`config.mk`:
```
export PLATFORM = sky130hd
export DESIGN_NAME = operand_fetch_flat
export DESIGN_NICKNAME = d
export VERILOG_FILES = /design/src/rtl/operand_fetch_pkg.sv /design/src/rtl/operand_fetch_if.sv /design/src/rtl/operand_fetch_scoreboard.sv /design/src/rtl/operand_fetch.sv /design/src/flat_wrapper.sv
export SDC_FILE = /design/constraint.sdc
export NUM_CORES = 1
export LEC_CHECK = 0
export ABC_CLOCK_PERIOD_IN_PS = 5150
export CAP_MARGIN = 5
export CORE_UTILIZATION = 45
export CTS_CLUSTER_SIZE = 30
export DETAILED_ROUTE_END_ITERATION = 16
export PLACE_DENSITY = 0.82
export SLEW_MARGIN = 40
export SYNTH_ARGS = -nofsm -noshare
export SYNTH_HDL_FRONTEND = slang
export SYNTH_SLANG_ARGS = --single-unit
```
`constraint.sdc`:
```
create_clock -name clk -period 5.15 [get_ports clk]
set_input_delay 1.03 -clock clk [delete_from_list [all_inputs] [get_ports clk]]
set_output_delay 1.03 -clock clk [all_outputs]
set_load 0.03 [all_outputs]
```
`src/rtl/operand_fetch_pkg.sv`:
```
`default_nettype none
// ============================================================================
// Module : operand_fetch_pkg
// Brief  : Shared widths, register-file constants and slot state encoding
// Rev    : 1.0 - initial release
// ============================================================================
package operand_fetch_pkg;

    localparam int XLEN       = 32;
    localparam int REG_ADDR_W = 5;
    localparam int PAYLOAD_W  = 32;

    localparam logic [REG_ADDR_W-1:0] c_X0_IDX = '0;
    localparam logic c_EN_ON  = 1'b1;
    localparam logic c_EN_OFF = 1'b0;

    typedef enum logic [0:0] {
        SLOT_EMPTY = 1'b0,
        SLOT_FULL  = 1'b1
    } slot_state_t;

    // An instruction owns a scoreboard entry only if it really writes a non-x0 register.
    function automatic logic writes_reg(input logic we, input logic [REG_ADDR_W-1:0] rd);
        return (we == c_EN_ON) && (rd != c_X0_IDX);
    endfunction

endpackage
`default_nettype wire

```
`src/rtl/operand_fetch_if.sv`:
```
`default_nettype none
// ============================================================================
// Module : operand_fetch_if
// Brief  : Decode, register-file and execute signals seen by operand_fetch
// Rev    : 1.0 - initial release
// ============================================================================
interface operand_fetch_if #(
    parameter int XLEN       = operand_fetch_pkg::XLEN,
    parameter int REG_ADDR_W = operand_fetch_pkg::REG_ADDR_W,
    parameter int PAYLOAD_W  = operand_fetch_pkg::PAYLOAD_W
);
    logic                  rdy;
    logic                  flush;
    logic                  id_valid;
    logic                  id_ready;
    logic [REG_ADDR_W-1:0] id_rs1;
    logic [REG_ADDR_W-1:0] id_rs2;
    logic                  id_use_rs1;
    logic                  id_use_rs2;
    logic [REG_ADDR_W-1:0] id_rd;
    logic                  id_rd_we;
    logic [XLEN-1:0]       id_pc;
    logic [XLEN-1:0]       id_imm;
    logic [PAYLOAD_W-1:0]  id_payload;
    logic                  re1;
    logic                  re2;
    logic [REG_ADDR_W-1:0] raddr1;
    logic [REG_ADDR_W-1:0] raddr2;
    logic [XLEN-1:0]       rdata1;
    logic [XLEN-1:0]       rdata2;
    logic                  wb_we;
    logic [REG_ADDR_W-1:0] wb_waddr;
    logic                  ex_valid;
    logic                  ex_ready;
    logic [XLEN-1:0]       ex_op1;
    logic [XLEN-1:0]       ex_op2;
    logic [REG_ADDR_W-1:0] ex_rd;
    logic                  ex_rd_we;
    logic [PAYLOAD_W-1:0]  ex_payload;

    modport master (
        input  rdy, flush,
        input  id_valid, id_rs1, id_rs2, id_use_rs1, id_use_rs2,
        input  id_rd, id_rd_we, id_pc, id_imm, id_payload,
        output id_ready,
        output re1, re2, raddr1, raddr2,
        input  rdata1, rdata2,
        input  wb_we, wb_waddr,
        output ex_valid, ex_op1, ex_op2, ex_rd, ex_rd_we, ex_payload,
        input  ex_ready
    );

    modport slave (
        output rdy, flush,
        output id_valid, id_rs1, id_rs2, id_use_rs1, id_use_rs2,
        output id_rd, id_rd_we, id_pc, id_imm, id_payload,
        input  id_ready,
        input  re1, re2, raddr1, raddr2,
        output rdata1, rdata2,
        output wb_we, wb_waddr,
        input  ex_valid, ex_op1, ex_op2, ex_rd, ex_rd_we, ex_payload,
        output ex_ready
    );
endinterface
`default_nettype wire

```
`src/rtl/operand_fetch_scoreboard.sv`:
```
`default_nettype none
// ============================================================================
// Module : operand_scoreboard
// Brief  : Per-register busy bits with writeback/flush clear and accept set
// Rev    : 1.0 - initial release
// ============================================================================
module operand_scoreboard
    import operand_fetch_pkg::*;
#(
    parameter int REG_ADDR_W = operand_fetch_pkg::REG_ADDR_W
) (
    input  wire logic                  clk,
    input  wire logic                  rst,
    input  wire logic                  i_en,
    input  wire logic                  i_set,
    input  wire logic [REG_ADDR_W-1:0] i_set_idx,
    input  wire logic                  i_clr_wb,
    input  wire logic [REG_ADDR_W-1:0] i_clr_wb_idx,
    input  wire logic                  i_clr_fl,
    input  wire logic [REG_ADDR_W-1:0] i_clr_fl_idx,
    input  wire logic [REG_ADDR_W-1:0] i_idx_a,
    input  wire logic [REG_ADDR_W-1:0] i_idx_b,
    input  wire logic [REG_ADDR_W-1:0] i_idx_c,
    output logic                       o_eff_a,
    output logic                       o_eff_b,
    output logic                       o_eff_c
);
    localparam int NUM_REGS = 1 << REG_ADDR_W;

    logic [NUM_REGS-1:0] busy_q;
    logic [NUM_REGS-1:0] busy_d;
    logic [NUM_REGS-1:0] w_clr_vec;
    logic [NUM_REGS-1:0] w_eff;

    always_comb begin
        w_clr_vec = '0;
        if (i_clr_wb) begin
            w_clr_vec[i_clr_wb_idx] = 1'b1;
        end
        // A register retiring this cycle already reads correctly through the RF bypass.
        w_eff  = busy_q & ~w_clr_vec;
        busy_d = busy_q;
        if (i_en) begin
            busy_d = w_eff;
            if (i_clr_fl) begin
                busy_d[i_clr_fl_idx] = 1'b0;
            end
            if (i_set) begin
                busy_d[i_set_idx] = 1'b1;
            end
            busy_d[c_X0_IDX] = 1'b0;
        end
    end

    always_ff @(posedge clk or posedge rst) begin
        if (rst) begin
            busy_q <= '0;
        end else begin
            busy_q <= busy_d;
        end
    end

    assign o_eff_a = w_eff[i_idx_a];
    assign o_eff_b = w_eff[i_idx_b];
    assign o_eff_c = w_eff[i_idx_c];

endmodule
`default_nettype wire

```
`src/rtl/operand_fetch.sv`:
```
`default_nettype none
// ============================================================================
// Module : operand_fetch
// Brief  : RF read-port initiator with RAW/WAW scoreboard and one-entry slot
// Rev    : 1.0 - initial release
// ============================================================================
module operand_fetch
    import operand_fetch_pkg::*;
#(
    parameter int XLEN       = operand_fetch_pkg::XLEN,
    parameter int REG_ADDR_W = operand_fetch_pkg::REG_ADDR_W,
    parameter int PAYLOAD_W  = operand_fetch_pkg::PAYLOAD_W
) (
    input wire logic        clk,
    input wire logic        rst,
    operand_fetch_if.master bus
);
    slot_state_t           state_q,   state_d;
    logic [XLEN-1:0]       op1_q,     op1_d;
    logic [XLEN-1:0]       op2_q,     op2_d;
    logic [REG_ADDR_W-1:0] rd_q,      rd_d;
    logic                  rd_we_q,   rd_we_d;
    logic [PAYLOAD_W-1:0]  payload_q, payload_d;

    logic w_run;
    logic w_eff_rs1;
    logic w_eff_rs2;
    logic w_eff_rd;
    logic w_hz;
    logic w_slot_free;
    logic w_id_ready;
    logic w_accept;
    logic w_flush;
    logic w_kill_clr;

    assign w_run = (bus.rdy == c_EN_ON);

    operand_scoreboard #(
        .REG_ADDR_W (REG_ADDR_W)
    ) u_scoreboard (
        .clk          (clk),
        .rst          (rst),
        .i_en         (w_run),
        .i_set        (w_accept && writes_reg(bus.id_rd_we, bus.id_rd)),
        .i_set_idx    (bus.id_rd),
        .i_clr_wb     (bus.wb_we == c_EN_ON),
        .i_clr_wb_idx (bus.wb_waddr),
        .i_clr_fl     (w_kill_clr),
        .i_clr_fl_idx (rd_q),
        .i_idx_a      (bus.id_rs1),
        .i_idx_b      (bus.id_rs2),
        .i_idx_c      (bus.id_rd),
        .o_eff_a      (w_eff_rs1),
        .o_eff_b      (w_eff_rs2),
        .o_eff_c      (w_eff_rd)
    );

    assign w_hz = (bus.id_use_rs1 && w_eff_rs1)
               || (bus.id_use_rs2 && w_eff_rs2)
               || (writes_reg(bus.id_rd_we, bus.id_rd) && w_eff_rd);

    assign w_slot_free = (state_q == SLOT_EMPTY) || bus.ex_ready;
    assign w_id_ready  = w_run && !w_hz && w_slot_free;
    // Flush leaves id_ready visible but suppresses the accept itself.
    assign w_accept    = bus.id_valid && w_id_ready && !bus.flush;
    assign w_flush     = w_run && bus.flush;
    assign w_kill_clr  = w_flush && (state_q == SLOT_FULL) && writes_reg(rd_we_q, rd_q);

    always_comb begin
        state_d   = state_q;
        op1_d     = op1_q;
        op2_d     = op2_q;
        rd_d      = rd_q;
        rd_we_d   = rd_we_q;
        payload_d = payload_q;
        if (w_flush) begin
            state_d = SLOT_EMPTY;
        end else if (w_accept) begin
            state_d   = SLOT_FULL;
            op1_d     = bus.id_use_rs1 ? bus.rdata1 : bus.id_pc;
            op2_d     = bus.id_use_rs2 ? bus.rdata2 : bus.id_imm;
            rd_d      = bus.id_rd;
            rd_we_d   = bus.id_rd_we;
            payload_d = bus.id_payload;
        end else if (w_run && (state_q == SLOT_FULL) && bus.ex_ready) begin
            state_d = SLOT_EMPTY;
        end
    end

    always_ff @(posedge clk or posedge rst) begin
        if (rst) begin
            state_q   <= SLOT_EMPTY;
            op1_q     <= '0;
            op2_q     <= '0;
            rd_q      <= '0;
            rd_we_q   <= 1'b0;
            payload_q <= '0;
        end else begin
            state_q   <= state_d;
            op1_q     <= op1_d;
            op2_q     <= op2_d;
            rd_q      <= rd_d;
            rd_we_q   <= rd_we_d;
            payload_q <= payload_d;
        end
    end

    assign bus.id_ready   = w_id_ready;
    assign bus.re1        = bus.id_valid && bus.id_use_rs1;
    assign bus.re2        = bus.id_valid && bus.id_use_rs2;
    assign bus.raddr1     = bus.id_rs1;
    assign bus.raddr2     = bus.id_rs2;
    assign bus.ex_valid   = (state_q == SLOT_FULL);
    assign bus.ex_op1     = op1_q;
    assign bus.ex_op2     = op2_q;
    assign bus.ex_rd      = rd_q;
    assign bus.ex_rd_we   = rd_we_q;
    assign bus.ex_payload = payload_q;

endmodule
`default_nettype wire

```
`src/flat_wrapper.sv`:
```
// flat-port wrapper written by rule: the top's interface ports become plain ports
module operand_fetch_flat import operand_fetch_pkg::*;
#(
    parameter int XLEN       = operand_fetch_pkg::XLEN,
    parameter int REG_ADDR_W = operand_fetch_pkg::REG_ADDR_W,
    parameter int PAYLOAD_W  = operand_fetch_pkg::PAYLOAD_W
)
  (clk, rst, bus_rdy, bus_flush, bus_id_valid, bus_id_rs1, bus_id_rs2, bus_id_use_rs1, bus_id_use_rs2, bus_id_rd, bus_id_rd_we, bus_id_pc, bus_id_imm, bus_id_payload, bus_id_ready, bus_re1, bus_re2, bus_raddr1, bus_raddr2, bus_rdata1, bus_rdata2, bus_wb_we, bus_wb_waddr, bus_ex_valid, bus_ex_op1, bus_ex_op2, bus_ex_rd, bus_ex_rd_we, bus_ex_payload, bus_ex_ready);
  operand_fetch_if #(.XLEN(XLEN), .REG_ADDR_W(REG_ADDR_W), .PAYLOAD_W(PAYLOAD_W)) bus_i ();
  input wire logic clk;
  input wire logic rst;
  input wire logic [$bits(bus_i.rdy)-1:0] bus_rdy;
  input wire logic [$bits(bus_i.flush)-1:0] bus_flush;
  input wire logic [$bits(bus_i.id_valid)-1:0] bus_id_valid;
  input wire logic [$bits(bus_i.id_rs1)-1:0] bus_id_rs1;
  input wire logic [$bits(bus_i.id_rs2)-1:0] bus_id_rs2;
  input wire logic [$bits(bus_i.id_use_rs1)-1:0] bus_id_use_rs1;
  input wire logic [$bits(bus_i.id_use_rs2)-1:0] bus_id_use_rs2;
  input wire logic [$bits(bus_i.id_rd)-1:0] bus_id_rd;
  input wire logic [$bits(bus_i.id_rd_we)-1:0] bus_id_rd_we;
  input wire logic [$bits(bus_i.id_pc)-1:0] bus_id_pc;
  input wire logic [$bits(bus_i.id_imm)-1:0] bus_id_imm;
  input wire logic [$bits(bus_i.id_payload)-1:0] bus_id_payload;
  output wire logic [$bits(bus_i.id_ready)-1:0] bus_id_ready;
  output wire logic [$bits(bus_i.re1)-1:0] bus_re1;
  output wire logic [$bits(bus_i.re2)-1:0] bus_re2;
  output wire logic [$bits(bus_i.raddr1)-1:0] bus_raddr1;
  output wire logic [$bits(bus_i.raddr2)-1:0] bus_raddr2;
  input wire logic [$bits(bus_i.rdata1)-1:0] bus_rdata1;
  input wire logic [$bits(bus_i.rdata2)-1:0] bus_rdata2;
  input wire logic [$bits(bus_i.wb_we)-1:0] bus_wb_we;
  input wire logic [$bits(bus_i.wb_waddr)-1:0] bus_wb_waddr;
  output wire logic [$bits(bus_i.ex_valid)-1:0] bus_ex_valid;
  output wire logic [$bits(bus_i.ex_op1)-1:0] bus_ex_op1;
  output wire logic [$bits(bus_i.ex_op2)-1:0] bus_ex_op2;
  output wire logic [$bits(bus_i.ex_rd)-1:0] bus_ex_rd;
  output wire logic [$bits(bus_i.ex_rd_we)-1:0] bus_ex_rd_we;
  output wire logic [$bits(bus_i.ex_payload)-1:0] bus_ex_payload;
  input wire logic [$bits(bus_i.ex_ready)-1:0] bus_ex_ready;
  assign bus_i.rdy = bus_rdy;
  assign bus_i.flush = bus_flush;
  assign bus_i.id_valid = bus_id_valid;
  assign bus_i.id_rs1 = bus_id_rs1;
  assign bus_i.id_rs2 = bus_id_rs2;
  assign bus_i.id_use_rs1 = bus_id_use_rs1;
  assign bus_i.id_use_rs2 = bus_id_use_rs2;
  assign bus_i.id_rd = bus_id_rd;
  assign bus_i.id_rd_we = bus_id_rd_we;
  assign bus_i.id_pc = bus_id_pc;
  assign bus_i.id_imm = bus_id_imm;
  assign bus_i.id_payload = bus_id_payload;
  assign bus_id_ready = bus_i.id_ready;
  assign bus_re1 = bus_i.re1;
  assign bus_re2 = bus_i.re2;
  assign bus_raddr1 = bus_i.raddr1;
  assign bus_raddr2 = bus_i.raddr2;
  assign bus_i.rdata1 = bus_rdata1;
  assign bus_i.rdata2 = bus_rdata2;
  assign bus_i.wb_we = bus_wb_we;
  assign bus_i.wb_waddr = bus_wb_waddr;
  assign bus_ex_valid = bus_i.ex_valid;
  assign bus_ex_op1 = bus_i.ex_op1;
  assign bus_ex_op2 = bus_i.ex_op2;
  assign bus_ex_rd = bus_i.ex_rd;
  assign bus_ex_rd_we = bus_i.ex_rd_we;
  assign bus_ex_payload = bus_i.ex_payload;
  assign bus_i.ex_ready = bus_ex_ready;
  operand_fetch #(.XLEN(XLEN), .REG_ADDR_W(REG_ADDR_W), .PAYLOAD_W(PAYLOAD_W)) u_core (.clk(clk), .rst(rst), .bus(bus_i));
endmodule
```
==> run summary <==
The flow ran to the end, and the final reports show no timing, DRC or antenna violations. Of all nets on the critical path, the largest fanout is 11. For this run, the detailed router's first-pass iteration total came to 5. Global routing consumed, over all layers together, 33.32% of the routing resources.

Setup repair after global routing left no endpoint under its margin. Summed over its instances, the top area cell type makes up 41.89% of the synthesized netlist area. For the worst setup path, the data required time is 4.12 ns.

The clock net in this run drives a total of 134 sinks. The worst-case IR drop observed on VDD is 0.0004110 V. The clock latency of the later-clocked register in the worst-skew pair came out at 0.43 ns.

The placed instance count came out at 1241. The count of buffers added by post-CTS timing repair for setup is 0, and the total negative slack is 0 ns. TritonCTS built the clock tree. The height of the die came out at 135.4 um.

Counting the fill cells in the layout gives 1266. Data arrives at the worst endpoint at 3.95 ns. Clock-pin slew was measured on the worst setup and hold paths at 0.06 ns. For the hold violation total from the final report, the log shows 0. The worst setup margin was 0.1652 ns; the number of antenna violations at the first check in global routing was 2.

The tightest hold path in the finished design has a slack of 0.4913 ns. The worst path uses 96.79% of the clock period. The tools report the area enclosed by the die boundary as 18320 um^2. Among all flip-flop cells after synthesis, the most frequent one is dfrtp_1. Entering global routing, the biggest net connects 77 pins. The number of clock buffers added by TritonCTS is 17. Subtracting the final worst setup slack from the clock period gives 4.985 ns. The largest total area in the synthesized netlist belongs to dfrtp_1. The logs give 0 for the final-report max-slew violation count and 22390 um for the post-DP HPWL.

After the last flow step, the layout net total stands at 1225. The share of the Yosys chip area taken by registers is 41.89%. The run gives 1275 as the final instance count without filler cells. Yosys mapped a number of flops with a built-in enable equal to 0. The run gives 1.020 as the final RePlAce weighted congestion. Port buffering added 305 buffers.

The die is 135.4 um wide. In the final layout, the share of cells above drive strength 1 is 25.10%. In this run the most used layer during global routing was met2. STA classifies the critical path startpoint as an input port.

Met3 global-route usage: 9.989%. Routed wire length per instance: 23.25 um. Synthesis produced a netlist whose cell count is 744. The slew at the pin closest to its max-slew limit was 0.6850 ns. For the Yosys warning count, the log shows 0. The tools report the net count after synthesis as 934. The logs give 8004 um^2 for the combined area of all synthesized cells and 29640 um for the total length of routed wires. The number of antenna-violating nets in the routed design was 0. Summing over every cut layer, the via total after detailed routing is 7526. The maximum number of buffers from clock root to sink was 2. Before CTS, the worst setup slack after placement is 0.2585 ns. Setup violations remaining at the end of the flow were counted as 0.

Measured against its own limit, the worst slew margin works out to 54.33%. The detailed router finished its first iteration with 636 violations. Synthesis inferred 134 register bits. For this run, the top clock speed supported by timing is 200.6 MHz.

Yosys instantiated no cell more often than mux2_2. Row count: 48. The floorplan core area came out at 17360 um^2. The mean post-synth cell area is 10.76 um^2, and the number of levels the H-tree was split into is 4. For the number of distinct library cell variants in the gate-level netlist after synthesis, the log shows 58. The count of pins on the block boundary is 306. By count the netlist is led by mux2_2, dfrtp_1, nand2_1, clkbuf_1, o21ai_0. Area overhead of the layout relative to synthesis: 50.51%. The tools report the number of max-capacitance violations reported as 0. The worst hold path belongs to the class flop to flop. For this design the ratio of total power to cell area is 385.1 nW/um^2. By area the synthesized netlist is led by dfrtp_1, mux2_2, nand2_1, o22ai_1, o41ai_2. The DRC violation count after routing was 0. The run gives 4.770 nW as the static leakage. The kind of critical path was input port to output pin.

For the clock skew, the log shows 0.01087 ns. Buffers inserted to repair hold after CTS numbered 0. The total grt overflow was 0; the met2 track utilization from global routing was 56.98%. The tools report the number of cells upsized or downsized after cts as 0.

The number of global-route vias before repair was 7965. The initial utilization of the core area, before any placement, comes to 46.11%. The global-route track usage on met1 was 39.27%. In this run the clock root is driven by a clkbuf_16.

The proportion of synthesized flip-flops having asynchronous set or reset is 100.0%, and the first-pass GRT wire length is 45730 um. Dividing the detail-routed via count by the number of cells gives 5.903. The nature of the critical path endpoint is an output pin.
## registers in the layout, indices dropped and copies added, names as in the netlist
name                        count
u_core.bus.ex_op1              32
u_core.bus.ex_op2              32
u_core.bus.ex_payload          32
u_core.u_scoreboard.busy_q     31
u_core.bus.ex_rd                5
u_core.bus.ex_rd_we             1
u_core.bus.ex_valid             1
## layout by cell type (no fill, tap or decap), drive strengths merged, types with 6 or more instances in the layout
cell type	count
clkdlybuf4s50	302
mux2	168
dfrtp	134
nand2	74
buf	43
o21ai	39
o22ai	31
nor2	21
clkbuf	20
nand3	17
o31ai	17
o41ai	16
nor3	14
mux2i	14
inv	13
o211ai	12
nand4	8
o2111ai	7
nand2b	6
nand3b	6
## layer usage
metal	vias to the layer above	wire (um)
li1	3353	-
met1	3682	11270
met2	425	14860
met3	66	2759
met4	0	756
met5	-	0
## final timing paths
check / start / endpoint / slack [ns] / cells after the start
min in group asynchronous: rst / u_core.bus.ex_payload[27]$_DFFE_PP0P_ / 1.11 / 2
max in group asynchronous: rst / u_core.u_scoreboard.busy_q[17]$_DFFE_PP0P_ / 3.15 / 3
min reg2reg: u_core.u_scoreboard.busy_q[5]$_DFFE_PP0P_ / u_core.u_scoreboard.busy_q[5]$_DFFE_PP0P_ / 0.49 / 2
max: bus_wb_waddr[4] / bus_id_ready / 0.17 / 9
min: u_core.u_scoreboard.busy_q[5]$_DFFE_PP0P_ / u_core.u_scoreboard.busy_q[5]$_DFFE_PP0P_ / 0.49 / 2
max reg2reg: u_core.u_scoreboard.busy_q[16]$_DFFE_PP0P_ / u_core.u_scoreboard.busy_q[28]$_DFFE_PP0P_ / 1.84 / 8
## through the flow
step	cell area, um^2	power (mW)	util (%)
2_1_floorplan	8004	2.416	-
3_3_place_gp	11390	3.252	65.60
3_5_place_dp	11390	3.282	65.60
4_1_cts	12040	4.658	69.38
5_1_grt	12050	4.804	69.41
6_report	12050	4.639	69.41
## kinds of logic (layout without fill, tap and decap cells)
| kind of cell | count (synthesis) | after routing | share of synthesized area, % |
|---|---|---|---|
| AOI/OAI and AO/OA | 152 | 152 | 14.38 |
| xor gates and xnor gates | 5 | 5 | 0.5471 |
| buffers and inverters | 85 | 389 | 4.971 |
| DFF | 134 | 134 | 41.89 |
| muxes | 186 | 186 | 26.51 |
| other | 0 | 2 | 0 |
| and+or+nand+nor | 182 | 182 | 11.69 |
## critical path, stage by stage
cell             delay, ns
clkdlybuf4s50_1       0.53
nand4b_1              0.56
o21ai_0               0.41
o2111ai_1             0.14
and3_1                0.18
a211o_1               0.32
a2111oi_4             0.33
and3_1                0.30
buf_12                0.14
## power by group
| part | total [mW] | switching (mW) | internal (mW) | leakage [nW] |
|---|---|---|---|---|
| Sequential | 1.47 | 0.162 | 1.31 | 1.66 |
| Combinational | 1.81 | 0.972 | 0.842 | 2.79 |
| Clock | 1.35 | 0.468 | 0.885 | 0.320 |
## area by class of cell
| class | count | area, um^2 | area share (%) |
|---|---|---|---|
| inverters | 12 | 50.05 | 0.4155 |
| multi-input cells | 525 | 4273 | 35.47 |
| repair buffers | 345 | 3428 | 28.46 |
| clock buffers | 20 | 456.7 | 3.791 |
| diodes | 2 | 5.005 | 0.04155 |
| clock inverters | 12 | 198.9 | 1.651 |
| flip-flops and latches | 134 | 3353 | 27.84 |
| well taps | 225 | 281.5 | 2.337 |
No activity file was read; power rests on OpenSTA's default activity.
